===== config.mk =====
export PLATFORM = sky130hd
export DESIGN_NAME = debounce_multi
export DESIGN_NICKNAME = d
export VERILOG_FILES = /design/src/rtl/debounce_multi.sv
export SDC_FILE = /design/constraint.sdc
export NUM_CORES = 1
export LEC_CHECK = 0
export ABC_AREA = 0
export CORE_MARGIN = 2
export CORE_UTILIZATION = 48
export CTS_CLUSTER_DIAMETER = 80
export DETAILED_ROUTE_END_ITERATION = 16
export PLACE_DENSITY = 0.78
export SLEW_MARGIN = 10
export SYNTH_ARGS = -nofsm -noshare
export SYNTH_HDL_FRONTEND = slang
export SYNTH_SLANG_ARGS = --single-unit

===== constraint.sdc =====
create_clock -name clk_in -period 1.1 [get_ports clk_in]
set_input_delay 0.275 -clock clk_in [delete_from_list [all_inputs] [get_ports clk_in]]
set_output_delay 0.275 -clock clk_in [all_outputs]
set_load 0.05 [all_outputs]

===== src/rtl/debounce_multi.sv =====
// Multi-channel switch debouncer: 2-flop synchroniser, per-channel stability counter, level + edge pulses.
// Define DEBOUNCE_REPEAT_EN to add keyboard-style auto-repeat rise pulses while a channel stays high.
module debounce_multi #(
    parameter int unsigned CHANNELS      = 4,
    parameter int unsigned STABLE_CYCLES = 10,
    parameter int unsigned REPEAT_DELAY  = 250,
    parameter int unsigned REPEAT_PERIOD = 50
) (
    input  logic                clk_in,
    input  logic                reset,
    input  logic [CHANNELS-1:0] d_in,
    output logic [CHANNELS-1:0] level_out,
    output logic [CHANNELS-1:0] rise_pulse,
    output logic [CHANNELS-1:0] fall_pulse,
    output logic                any_event
);

    if (CHANNELS < 1 || STABLE_CYCLES < 1 || REPEAT_DELAY < 1 || REPEAT_PERIOD < 1) begin : g_bad_param
        $error("debounce_multi: all parameters must be >= 1");
    end

    localparam int unsigned CntW = $clog2(STABLE_CYCLES + 1);
    localparam logic [CntW-1:0] CntLast = CntW'(STABLE_CYCLES - 1);

    logic [CHANNELS-1:0] sync1_q, sync2_q;
    logic [CHANNELS-1:0] level_q, level_d;
    logic [CHANNELS-1:0] rise_q, rise_d;
    logic [CHANNELS-1:0] fall_q, fall_d;
    logic [CHANNELS-1:0] toggle, rise_edge;
    logic                any_q, any_d;
    logic [CntW-1:0]     cnt_q [CHANNELS];
    logic [CntW-1:0]     cnt_d [CHANNELS];

    // Counter only advances while the synchronised input disagrees with the level.
    always_comb begin
        toggle = '0;
        for (int i = 0; i < CHANNELS; i++) begin
            cnt_d[i] = cnt_q[i];
            if (sync2_q[i] == level_q[i]) begin
                cnt_d[i] = '0;
            end else if (cnt_q[i] == CntLast) begin
                cnt_d[i]  = '0;
                toggle[i] = 1'b1;
            end else begin
                cnt_d[i] = cnt_q[i] + CntW'(1);
            end
        end
    end

    always_comb begin
        level_d   = level_q ^ toggle;
        rise_edge = toggle & ~level_q;
        fall_d    = toggle & level_q;
        any_d     = |(rise_q | fall_q);
    end

`ifdef DEBOUNCE_REPEAT_EN
    localparam int unsigned RepMax = (REPEAT_DELAY > REPEAT_PERIOD) ? REPEAT_DELAY : REPEAT_PERIOD;
    localparam int unsigned RepW   = (RepMax > 1) ? $clog2(RepMax) : 1;
    localparam logic [RepW-1:0] RepDelayLast  = RepW'(REPEAT_DELAY - 1);
    localparam logic [RepW-1:0] RepPeriodLast = RepW'(REPEAT_PERIOD - 1);

    logic [RepW-1:0]     rep_cnt_q [CHANNELS];
    logic [RepW-1:0]     rep_cnt_d [CHANNELS];
    logic [CHANNELS-1:0] rep_first_q, rep_first_d;
    logic [CHANNELS-1:0] rep_fire;

    // rep_first selects the initial delay until the first repeat has fired.
    always_comb begin
        rep_fire    = '0;
        rep_first_d = rep_first_q;
        for (int i = 0; i < CHANNELS; i++) begin
            rep_cnt_d[i] = rep_cnt_q[i];
            if (rise_edge[i]) begin
                rep_cnt_d[i]   = '0;
                rep_first_d[i] = 1'b1;
            end else if (!level_q[i] || toggle[i]) begin
                rep_cnt_d[i]   = '0;
                rep_first_d[i] = 1'b0;
            end else if (rep_cnt_q[i] == (rep_first_q[i] ? RepDelayLast : RepPeriodLast)) begin
                rep_cnt_d[i]   = '0;
                rep_first_d[i] = 1'b0;
                rep_fire[i]    = 1'b1;
            end else begin
                rep_cnt_d[i] = rep_cnt_q[i] + RepW'(1);
            end
        end
        rise_d = rise_edge | rep_fire;
    end

    always_ff @(posedge clk_in or posedge reset) begin
        if (reset) begin
            rep_first_q <= '0;
            for (int i = 0; i < CHANNELS; i++) begin
                rep_cnt_q[i] <= '0;
            end
        end else begin
            rep_first_q <= rep_first_d;
            for (int i = 0; i < CHANNELS; i++) begin
                rep_cnt_q[i] <= rep_cnt_d[i];
            end
        end
    end
`else
    always_comb begin
        rise_d = rise_edge;
    end
`endif

    always_ff @(posedge clk_in or posedge reset) begin
        if (reset) begin
            sync1_q <= '0;
            sync2_q <= '0;
            level_q <= '0;
            rise_q  <= '0;
            fall_q  <= '0;
            any_q   <= 1'b0;
            for (int i = 0; i < CHANNELS; i++) begin
                cnt_q[i] <= '0;
            end
        end else begin
            sync1_q <= d_in;
            sync2_q <= sync1_q;
            level_q <= level_d;
            rise_q  <= rise_d;
            fall_q  <= fall_d;
            any_q   <= any_d;
            for (int i = 0; i < CHANNELS; i++) begin
                cnt_q[i] <= cnt_d[i];
            end
        end
    end

    assign level_out  = level_q;
    assign rise_pulse = rise_q;
    assign fall_pulse = fall_q;
    assign any_event  = any_q;

endmodule


==> results by group <==
Outcome
  • Status: finished, violations left
  • Violated checks: negative setup slack

Power and ir drop
  • Switching Share: 0.282
  • Psw: 0.000823 W
  • Fraction of power consumed by sequential logic: 0.542
  • Leakage: 1.08 nW
  • Internal power: 0.00209 W
  • Pwr dens: 1340 mW/mm²
  • Clk network pwr share: 0.223
  • VDD IR-drop max: 0.996 mV
  • Comb pwr share: 0.235
  • Total power: 0.00291 W

Global routing
  • Gr usage total: 0.165
  • First-pass GRT wire length: 4.18 mm
  • Vias in the first global route: 960
  • Total grt overflow: 0
  • Largest net degree at the start of global routing: 17
  • Initial antenna violation count: 0

Placement
  • Placed cells: 166
  • Hpwl dp: 1.71 mm
  • Port buffer count: 18
  • Placed cell area: 0.00193 mm²
  • Routability cong.: 0.752

Floorplanning
  • Die area: 0.00350 mm²
  • Initial Util: 0.491
  • Die Y: 59.2 µm
  • Die X: 59.2 µm
  • # IOs: 19
  • Core Area: 0.00298 mm²
  • Rows: 20

Drt
  • Avg WL per Cell: 13.2 µm
  • WL final: 2.40 mm
  • Pre-antenna DRT Iters: 4
  • Number of DRC markers in iteration 0: 12
  • Vias per cell: 4.92
  • DR vias: 891
  • DRC: 0
  • ANT nets after route: 0

Worst setup path
  • Slowest stage delay, CP: 450 ps
  • Worst Path Max Fanout: 2
  • Startpoint type of the worst setup path: register
  • Data arrival time of the critical path: 930 ps
  • Reg2reg start: cnt_q[5]
  • Register-to-Register Path Depth: 4
  • Crit path capture type: output pin
  • Flop-to-flop setup slack: -60 ps
  • Critical path cell sequence: buf_12
  • Slowest-stage cell, CP: dfrtp_2
  • Critical path class: reg -> out
  • Data required, critical path: 820 ps
  • CP Buf/Inv Count: 1
  • CP delay by family, top: flip-flops

Hold path
  • Type of the worst min-delay path: in -> async

Timing
  • Tmin final: 1200 ps
  • Final hold vios: 0
  • Finish-stage setup viols: 17
  • Worst Tran Pin Value: 234 ps
  • Setup tns final: -1220 ps
  • Fin worst setup slack: -105 ps
  • Part of the cycle the worst path needs: 1.10
  • Final Slew Violations: 0
  • RSZ-0062 raised after global routing: true
  • Slew headroom: 0.842
  • Worst hold slack: 223 ps
  • Fin Clk Skew: 8.21 ps
  • Max frequency: 830 MHz

Synth
  • YS warnings: 0
  • Avg Cell Area, Syn: 13.9 µm²
  • Synth Cell Area: 0.00146 mm²
  • FF+latch count, synth: 37
  • Cell variety after synth: 12
  • Syn Nets: 119
  • Fraction of the yosys area taken by sequential cells: 0.634
  • Cell count after synthesis: 105

Clocking
  • CTS clk-pin slew, worst paths: 100 ps
  • Worst-Skew Late Latency: 330 ps
  • CTS Buf Count: 5
  • CTS Sinks: 37
  • Clock root buffer: clkbuf_4
  • Htree depth: 2
  • CTS tree: done
  • Clock buffer depth: 2

Run
  • Max Cap Viol: 0

Final layout
  • Post-route cell area: 0.00217 mm²
  • Non-Filler Instances: 181
  • Fraction of layout cells with a size suffix above 1: 0.466
  • Area growth syn-to-layout: 48.4%
  • Fin nets: 161
  • Commonest non-fill, non-tap cells in the layout: dfrtp_1 (33), nor2_1 (16), buf_12 (15)
  • Ant diodes: 0
  • Most common cell after layout, fill and taps aside: dfrtp_1
## cell type report
| cell class | instances | area [µm²] |
|---|---|---|
| sequential | 37 | 931 |
| fill | 188 | 810 |
| multi-input combinational | 63 | 644 |
| timing repair buffer | 35 | 478 |
| clock buffer | 6 | 41.3 |
| tap | 33 | 41.3 |
| inverter | 5 | 22.5 |
| clock inverter | 2 | 10.0 |
## metal layers
metal,global-route usage,vias to the layer above,routed length (µm)
met3,0.0677,4,129
met1,0.194,443,963
met2,0.276,21,1280
li1,-,423,-
met4,0.0487,0,27
met5,0,-,0
## power groups by stage
stage	Clock, W	Combinational [W]	Sequential [W]
2_1_floorplan	0	0.000255	0.00162
3_3_place_gp	0	0.000516	0.00158
3_5_place_dp	0	0.000548	0.00159
4_1_cts	0.000687	0.000577	0.00155
5_1_grt	0.000753	0.000749	0.00160
6_report	0.000649	0.000686	0.00158
## stage by stage
step / setup WS, ps / util
floorplan: -7.44 / -
global placement: -4.52 / 0.647
detailed placement: -38.9 / 0.647
CTS: -122 / 0.684
global route: -152 / 0.728
finish: -105 / 0.728
## cell usage after synthesis
cell type	number	area, µm²
dfrtp_1	37	926
nor2_1	16	60.1
ha_1	8	100
nor3b_1	8	60.1
xor2_1	8	70.1
inv_1	5	18.8
nand2_1	5	18.8
mux2_4	4	60.1
nand3_1	4	20.0
nand3b_4	4	80.1
xnor2_1	4	35.0
nor4_1	2	12.5
## how the worst max path moves through the flow
| stage | start | end | depth (start not counted) |
|---|---|---|---|
| finish | register | level_out[1] | 1 |
| global route | rise_pulse[2] | rise_pulse[2] | 1 |
| CTS | register | level_out[0] | 1 |
| detailed placement | cnt_q[13] | register | 4 |
| global placement | cnt_q[13] | register | 4 |
| floorplan | cnt_q[13] | register | 4 |
## logic make-up after synthesis
group,Yosys count,synth area share
XOR/XNOR,12,0.0719
flip-flops,37,0.634
multiplexers,4,0.0411
AND/OR/NAND/NOR,39,0.172
buffers and inverters,5,0.0128
adder cells (fa/ha/maj),8,0.0685
## timing repair
action / CTS / global route
pin swaps: 0 / 12
hold buffers: 0 / 0
setup endpoints to repair: 17 / 35
gates cloned: 0 / 0
buffers inserted: 7 / 1
resized for setup: 4 / 25
Power figures use the tool's default switching activity.
